[config.mk]
export PLATFORM = sky130hd
export DESIGN_NAME = sync_fifo_ctl
export DESIGN_NICKNAME = d
export VERILOG_FILES = /design/src/rtl/sync_fifo_ctl.sv
export SDC_FILE = /design/constraint.sdc
export NUM_CORES = 1
export LEC_CHECK = 0
export ABC_CLOCK_PERIOD_IN_PS = 3500
export BUFFER_PORTS_ARGS = -buffer_cell sky130_fd_sc_hd__buf_2
export CORE_MARGIN = 2
export CORE_UTILIZATION = 35
export CTS_CLUSTER_SIZE = 30
export DETAILED_ROUTE_END_ITERATION = 8
export PLACE_DENSITY = 0.59
export SLEW_MARGIN = 25
export SYNTH_ARGS = -nofsm -noshare
export SYNTH_HDL_FRONTEND = slang
export SYNTH_SLANG_ARGS = --single-unit
[constraint.sdc]
create_clock -name clk -period 3.5 [get_ports clk]
set_input_delay 0.525 -clock clk [delete_from_list [all_inputs] [get_ports clk]]
set_output_delay 0.525 -clock clk [all_outputs]
set_load 0.02 [all_outputs]
[src/rtl/sync_fifo_ctl.sv]
// Single-clock FIFO with occupancy count, almost-full/empty thresholds
// and sticky overflow/underflow error flags.
module sync_fifo_ctl #(
    parameter int DW     = 4,
    parameter int AW     = 4,
    parameter int AF_LVL = 14,
    parameter int AE_LVL = 2
) (
    input  logic          clk,
    input  logic          rst_n,
    input  logic          wen,
    input  logic [DW-1:0] wdata,
    input  logic          ren,
    output logic [DW-1:0] rdata,
    output logic          rvalid,
    output logic          full,
    output logic          empty,
    output logic          afull,
    output logic          aempty,
    output logic [AW:0]   count,
    input  logic          clr_err,
    output logic          ovf,
    output logic          udf
);

    localparam int          DEPTH   = 1 << AW;
    localparam logic [AW:0] DEPTH_C = (AW+1)'(DEPTH);
    localparam logic [AW:0] AF_C    = (AW+1)'(AF_LVL);
    localparam logic [AW:0] AE_C    = (AW+1)'(AE_LVL);
    localparam logic [AW:0] ONE_C   = (AW+1)'(1);

    logic [DW-1:0] mem_q [DEPTH];

    logic [AW:0]   wptr_q, wptr_d;
    logic [AW:0]   rptr_q, rptr_d;
    logic [AW:0]   count_q, count_d;
    logic [DW-1:0] rdata_q, rdata_d;
    logic          rvalid_q, rvalid_d;
    logic          ovf_q, ovf_d;
    logic          udf_q, udf_d;
    logic          wacc, racc;

    assign full   = (count_q == DEPTH_C);
    assign empty  = (count_q == '0);
    assign afull  = (count_q >= AF_C);
    assign aempty = (count_q <= AE_C);
    assign count  = count_q;
    assign rdata  = rdata_q;
    assign rvalid = rvalid_q;
    assign ovf    = ovf_q;
    assign udf    = udf_q;

    always_comb begin
        wacc     = wen & ~full;
        racc     = ren & ~empty;
        wptr_d   = wacc ? wptr_q + ONE_C : wptr_q;
        rptr_d   = racc ? rptr_q + ONE_C : rptr_q;
        count_d  = count_q;
        unique case ({wacc, racc})
            2'b10:   count_d = count_q + ONE_C;
            2'b01:   count_d = count_q - ONE_C;
            default: count_d = count_q;
        endcase
        // Non-empty read never aliases the write slot, so old mem is correct
        rdata_d  = racc ? mem_q[rptr_q[AW-1:0]] : rdata_q;
        rvalid_d = racc;
        ovf_d    = (wen & full) | (ovf_q & ~clr_err);
        udf_d    = (ren & empty) | (udf_q & ~clr_err);
    end

    always_ff @(posedge clk) begin
        if (wacc) mem_q[wptr_q[AW-1:0]] <= wdata;
    end

    always_ff @(posedge clk or negedge rst_n) begin
        if (!rst_n) begin
            wptr_q   <= '0;
            rptr_q   <= '0;
            count_q  <= '0;
            rdata_q  <= '0;
            rvalid_q <= 1'b0;
            ovf_q    <= 1'b0;
            udf_q    <= 1'b0;
        end else begin
            wptr_q   <= wptr_d;
            rptr_q   <= rptr_d;
            count_q  <= count_d;
            rdata_q  <= rdata_d;
            rvalid_q <= rvalid_d;
            ovf_q    <= ovf_d;
            udf_q    <= udf_d;
        end
    end

endmodule

* After elaboration in Yosys (flattened, before gate mapping)
Memory sizes are Yosys's and may differ from the RTL's. A register that Yosys moved wholly into a read port is not among the register bits. Cells that the tools add are included.
Cells by class: add/subtract/negate cells 4, magnitude comparators 2, eq/ne operators 3, muxes and demuxes 3, bitwise logic cells 11, reduce and logical (&&, ||, !) cells 3
Operators by type and width (count):
- $add A5 B1 Y5 const B | 3
- $pmux W5 S2 | 1
- $and A1 B1 Y1 | 6
- $eq A5 B5 Y1 const B | 1
- $ge A5 B4 Y1 const B | 1
- $le A5 B2 Y1 const B | 1
- $logic_not A5 Y1 | 1
- $sub A5 B1 Y5 const B | 1
- $not A1 Y1 | 3
- $eq A2 B1 Y1 const B | 1
- $eq A2 B2 Y1 const B | 1
- $mux W1 | 2
- $or A1 B1 Y1 | 2
- $reduce_bool A2 Y1 | 1
- $logic_not A1 Y1 | 1
Storage, ports and cells: flip-flop bits (word level) 18, RAM bits 64, input bits 9, word-level logic and storage cells 33, memories 1
Memory list:
- mem_q | depth 16, width 4, read ports 1, clocked after memory_dff 1, write ports 1, line 32 | logic [DW-1:0] mem_q [DEPTH];

* Depth between registers and ports, before layout
depth after elaboration 5, gate-level depth with buffers 12

* Worst setup path before layout
No wires, ideal clock.
kind register to register, start point reg count_q[1] (netlist: count[1]), end point reg count_q[4] (netlist: count[4]), library setup time 128 ps, arrival 2676 ps, slack 696 ps, stages on the path, launching flop included 13, cell sequence dfrtp_1 buf_6 or4_4 o21ai_4 inv_4 ha_1 clkbuf_1 xor2_1 ha_1 and3b_1 o21ai_0 a21oi_1 xor2_1
Between the ends: cells in the longest elaborated chain, start to end 5
RTL lines:
- from (decl) | line 36 | logic [AW:0] count_q, count_d;
- from (signal assigned) | line 87 | count_q <= count_d;
- $logic_not A5 Y1 * | line 44 | assign empty = (count_q == '0);
- $not A1 Y1 * | line 55 | racc = ren & ~empty;
- $and A1 B1 Y1 * | line 55
- named net racc | line 41 | logic wacc, racc;
- $eq A2 B1 Y1 / $eq A2 B2 Y1 (equally long branches) | line 59 | unique case ({wacc, racc})
- $pmux W5 S2 / $reduce_bool A2 Y1 (equally long branches)
Mark *: on every way through the listed nets, which the timed path passes. The rest lies on a longest branch. A chain may end at the register's enable or synchronous reset.

* Worst setup path after layout
Ends and elaborated chain as after synthesis.

==> summary.md <==
| Metric | Value |
|---|---|
| Layout cells sized above 1 | `0.270` |
| Final period util | `0.808` |
| DRT iter0 DRCs | `134` |
| Vias | `1,808` |
| Area Growth Syn to Fin | `11.3%` |
| Core ar. | `roughly 9800 µm²` |
| Finish-stage setup viols | `0` |
| Netlist cell types | `38` |
| Worst relative slew slack | `0.400` |
| Setup Fix Bufs, Post-CTS | `0` |
| CP Launch Type | `register` |
| Die Wd | `105 µm` |
| Slowest cell on the critical path | `or4_4` |
| Vias in the first global route | `roughly 1,800` |
| Final hold slack | `0.112 ns` |
| Buffers and inverters on the worst path | `1` |
| Initial antenna violation count | `0` |
| DR pass1 iterations | `4` |
| Fillers | `925` |
| Largest net degree at the start of global routing | `21` |
| Sinks on the clock net | `84` |
| Crit path kind | `register to register` |
| Syn_area_per_cell | `16.7 µm²` |
| Die Y-Extent | `approximately 100 µm` |
| CP cell instances | `or4_4 > o21ai_4 > inv_4 > ha_1 > xor2_1 > ha_1 > and3b_1 > o21ai_0 > a21oi_1 > xor2_1` |
| Post-DP HPWL | `4.36 mm` |
| Fin util | `0.403` |
| Worst-Margin Slew | `0.899 ns` |
| Gate Count Post-Synth | `between 200 and 250` |
| Hold_buf cts | `0` |
| Critical Path AT | `3.07 ns` |
| Die Area | `11,000 µm²` |
| Most frequent cells in the layout | `edfxtp_1, buf_2, dfrtp_1` |
| RePlAce Congestion | `0.767` |
| CTS Buf Count | `9` |
| CP delay by family, top | `simple AND/OR/NAND/NOR gates` |
| Final net count | `253` |
| # resized after CTS | `0` |
| Crit-path max FO | `11` |
| Residual DRC count | `0` |
| GRT Overall Usage | `0.126` |
| RSZ-0062 raised after global routing | `no` |
| PwrDens | `777 nW/µm²` |
| Largest area contributor in the netlist | `edfxtp_1` |
| Design Power | `roughly 3.1 mW` |
| I/O pins | `25` |
| Synth Warn # | `0` |
| Synth top area cells | `edfxtp_1, dfrtp_1, mux4_2, ha_1, mux2i_1` |
| Skew final | `0.0141 ns` |
| Peak supply drop | `around 0.00047 V` |
| H-tree depth | `3` |
| Worst setup path start | `count[1]$_DFFE_PN0P_` |
| Post-route ant nets | `0` |
| Fmax | `between 300 and 400 MHz` |
| Final wirelength | `approximately 6.5 mm` |
| Final setup TNS | `0 ns` |
| # diodes | `0` |
| Clock buffer depth | `2` |
| Post-layout min period | `about 2.8 ns` |
| Outcome | `finished, final reports clean` |
| Setup crit end kind | `register` |
| # port buffers | `24` |
| Sequential element share of the synthesized area | `0.681` |
| Final Hold Fails | `0` |
| Syn nets | `230` |
| Synth Register Bits | `84` |
| Type of the most critical hold path | `primary input to async pin` |
| First-pass GRT wire length | `slightly above 10 mm` |
| Post-route setup slack | `0.671 ns` |
| Clk_lat worst skew | `between 0.3 and 0.4 ns` |
| Synth Cell Area | `3550 µm²` |
| Commonest non-fill, non-tap cell in the layout | `edfxtp_1` |
| # rows | `36` |
| Yosys top cell area share | `0.541` |
| MaxCap Viol Count | `0` |
| Reg2reg start | `count[1]$_DFFE_PN0P_` |
| Slowest Stage Delay on Critical Path | `0.60 ns` |
| Initial cell density of the core | `0.362` |
| Static leakage | `1.42 nW` |
| Via density | `4.83` |
| Worst path required time | `3.74 ns` |
| CTS tree | `yes` |
| WL per Instance | `17.4 µm` |
| Max-slew violation count | `0` |
| Post-Place Worst Slack | `~0.7 ns` |
| CTS clock-pin slew for the worst setup and hold paths | `~0.090 ns` |
| Total congestion overflow | `0` |
| Root buf cell | `clkbuf_8` |
## registers in the layout, summed over array words and instances (netlist names)
name / cells
rptr_q: 4
ovf: 1
count: 5
wptr_q: 4
mem_q: 64
rdata: 4
rvalid: 1
udf: 1
## logic make-up (layout without fill, tap and decap cells)
group | after synthesis | count (layout) | synth area share
AOI/OAI and AO/OA | 19 | 19 | 0.0419
xor gates and xnor gates | 13 | 13 | 0.0320
adders and majority gates | 8 | 8 | 0.0282
buffers and inverters | 19 | 47 | 0.0253
DFF | 84 | 84 | 0.681
muxes | 25 | 25 | 0.127
and+or+nand+nor | 45 | 45 | 0.0641
## power breakdown
part           total (mW)  internal [mW]  switching (mW)
sequential           1.55           1.26           0.291
clock               0.618          0.260           0.358
combinational       0.909          0.454           0.454
total                3.07           1.97            1.10
## routing by layer
metal | track usage | vias to the layer above | part of all wire
li1 | - | 855 | -
met1 | 0.176 | 915 | 0.49
met2 | 0.186 | 28 | 0.47
met3 | 0.0349 | 10 | 0.029
met4 | 0.0514 | 0 | 0.015
met5 | 0 | - | 0
## worst register-to-register path: stages (launching register included)
cell     delay (ns)
dfrtp_1        0.50
or4_4          0.60
o21ai_4        0.27
inv_4          0.10
ha_1           0.30
xor2_1         0.18
ha_1           0.22
and3b_1        0.16
o21ai_0        0.14
a21oi_1        0.09
xor2_1         0.14
## stage by stage
step	cell area, µm²	instances
floorplan	3550	213
global placement	3780	358
detailed placement	3780	358
CTS	3960	374
global route	3960	374
finish	3960	374
## path summary, 6_finish.rpt
| kind | end | slack, ns | depth (start not counted) |
|---|---|---|---|
| setup / recovery | count[4]$_DFFE_PN0P_ | 0.67 | 10 |
| hold / removal | wptr_q[2]$_DFFE_PN0P_ | 0.11 | 1 |
| setup reg to reg | count[4]$_DFFE_PN0P_ | 0.67 | 10 |
| hold reg to reg | rdata[3]$_DFFE_PN0P_ | 0.49 | 2 |
| max in group asynchronous | wptr_q[3]$_DFFE_PN0P_ | 3.06 | 1 |
| min in group clk | ovf$_DFF_PN0_ | 0.43 | 2 |
## synth_stat cells
master and count:
nand2b_2 1, o21ai_0 3, xnor2_1 7, buf_2 7
a22o_1 2, clkbuf_1 4, nor4b_1 1, a21boi_2 1
inv_4 1, a2111oi_0 1, nand4_1 1, nand2_2 1
nand2b_1 2, buf_1 1, nand4_2 1, edfxtp_1 64
mux4_2 16, nor2_1 14, o221ai_1 4, nand2_1 14
inv_1 5, ha_1 8, nor2b_1 1, mux2i_1 8
buf_6 1, and2_1 1, or4_4 1, a32oi_1 1
a31o_2 1, o31ai_1 1, dfrtp_1 20, nor4_1 1
xor2_1 6, nor3_1 4, o21ai_4 1, and3b_1 2
a21oi_1 4, mux2_2 1
## area by class of cell
type                            count  area [µm²]  area share
Tap cell                          133         166      0.0420
Multi-Input combinational cell    110        1040       0.263
Timing Repair Buffer               25         128      0.0322
Sequential cell                    84        2420       0.612
Inverter                            6        25.0     0.00632
Clock buffer                        9         124      0.0313
Clock inverter                      7        50.0      0.0126
Note: power is estimated with default switching activity, not from simulation.
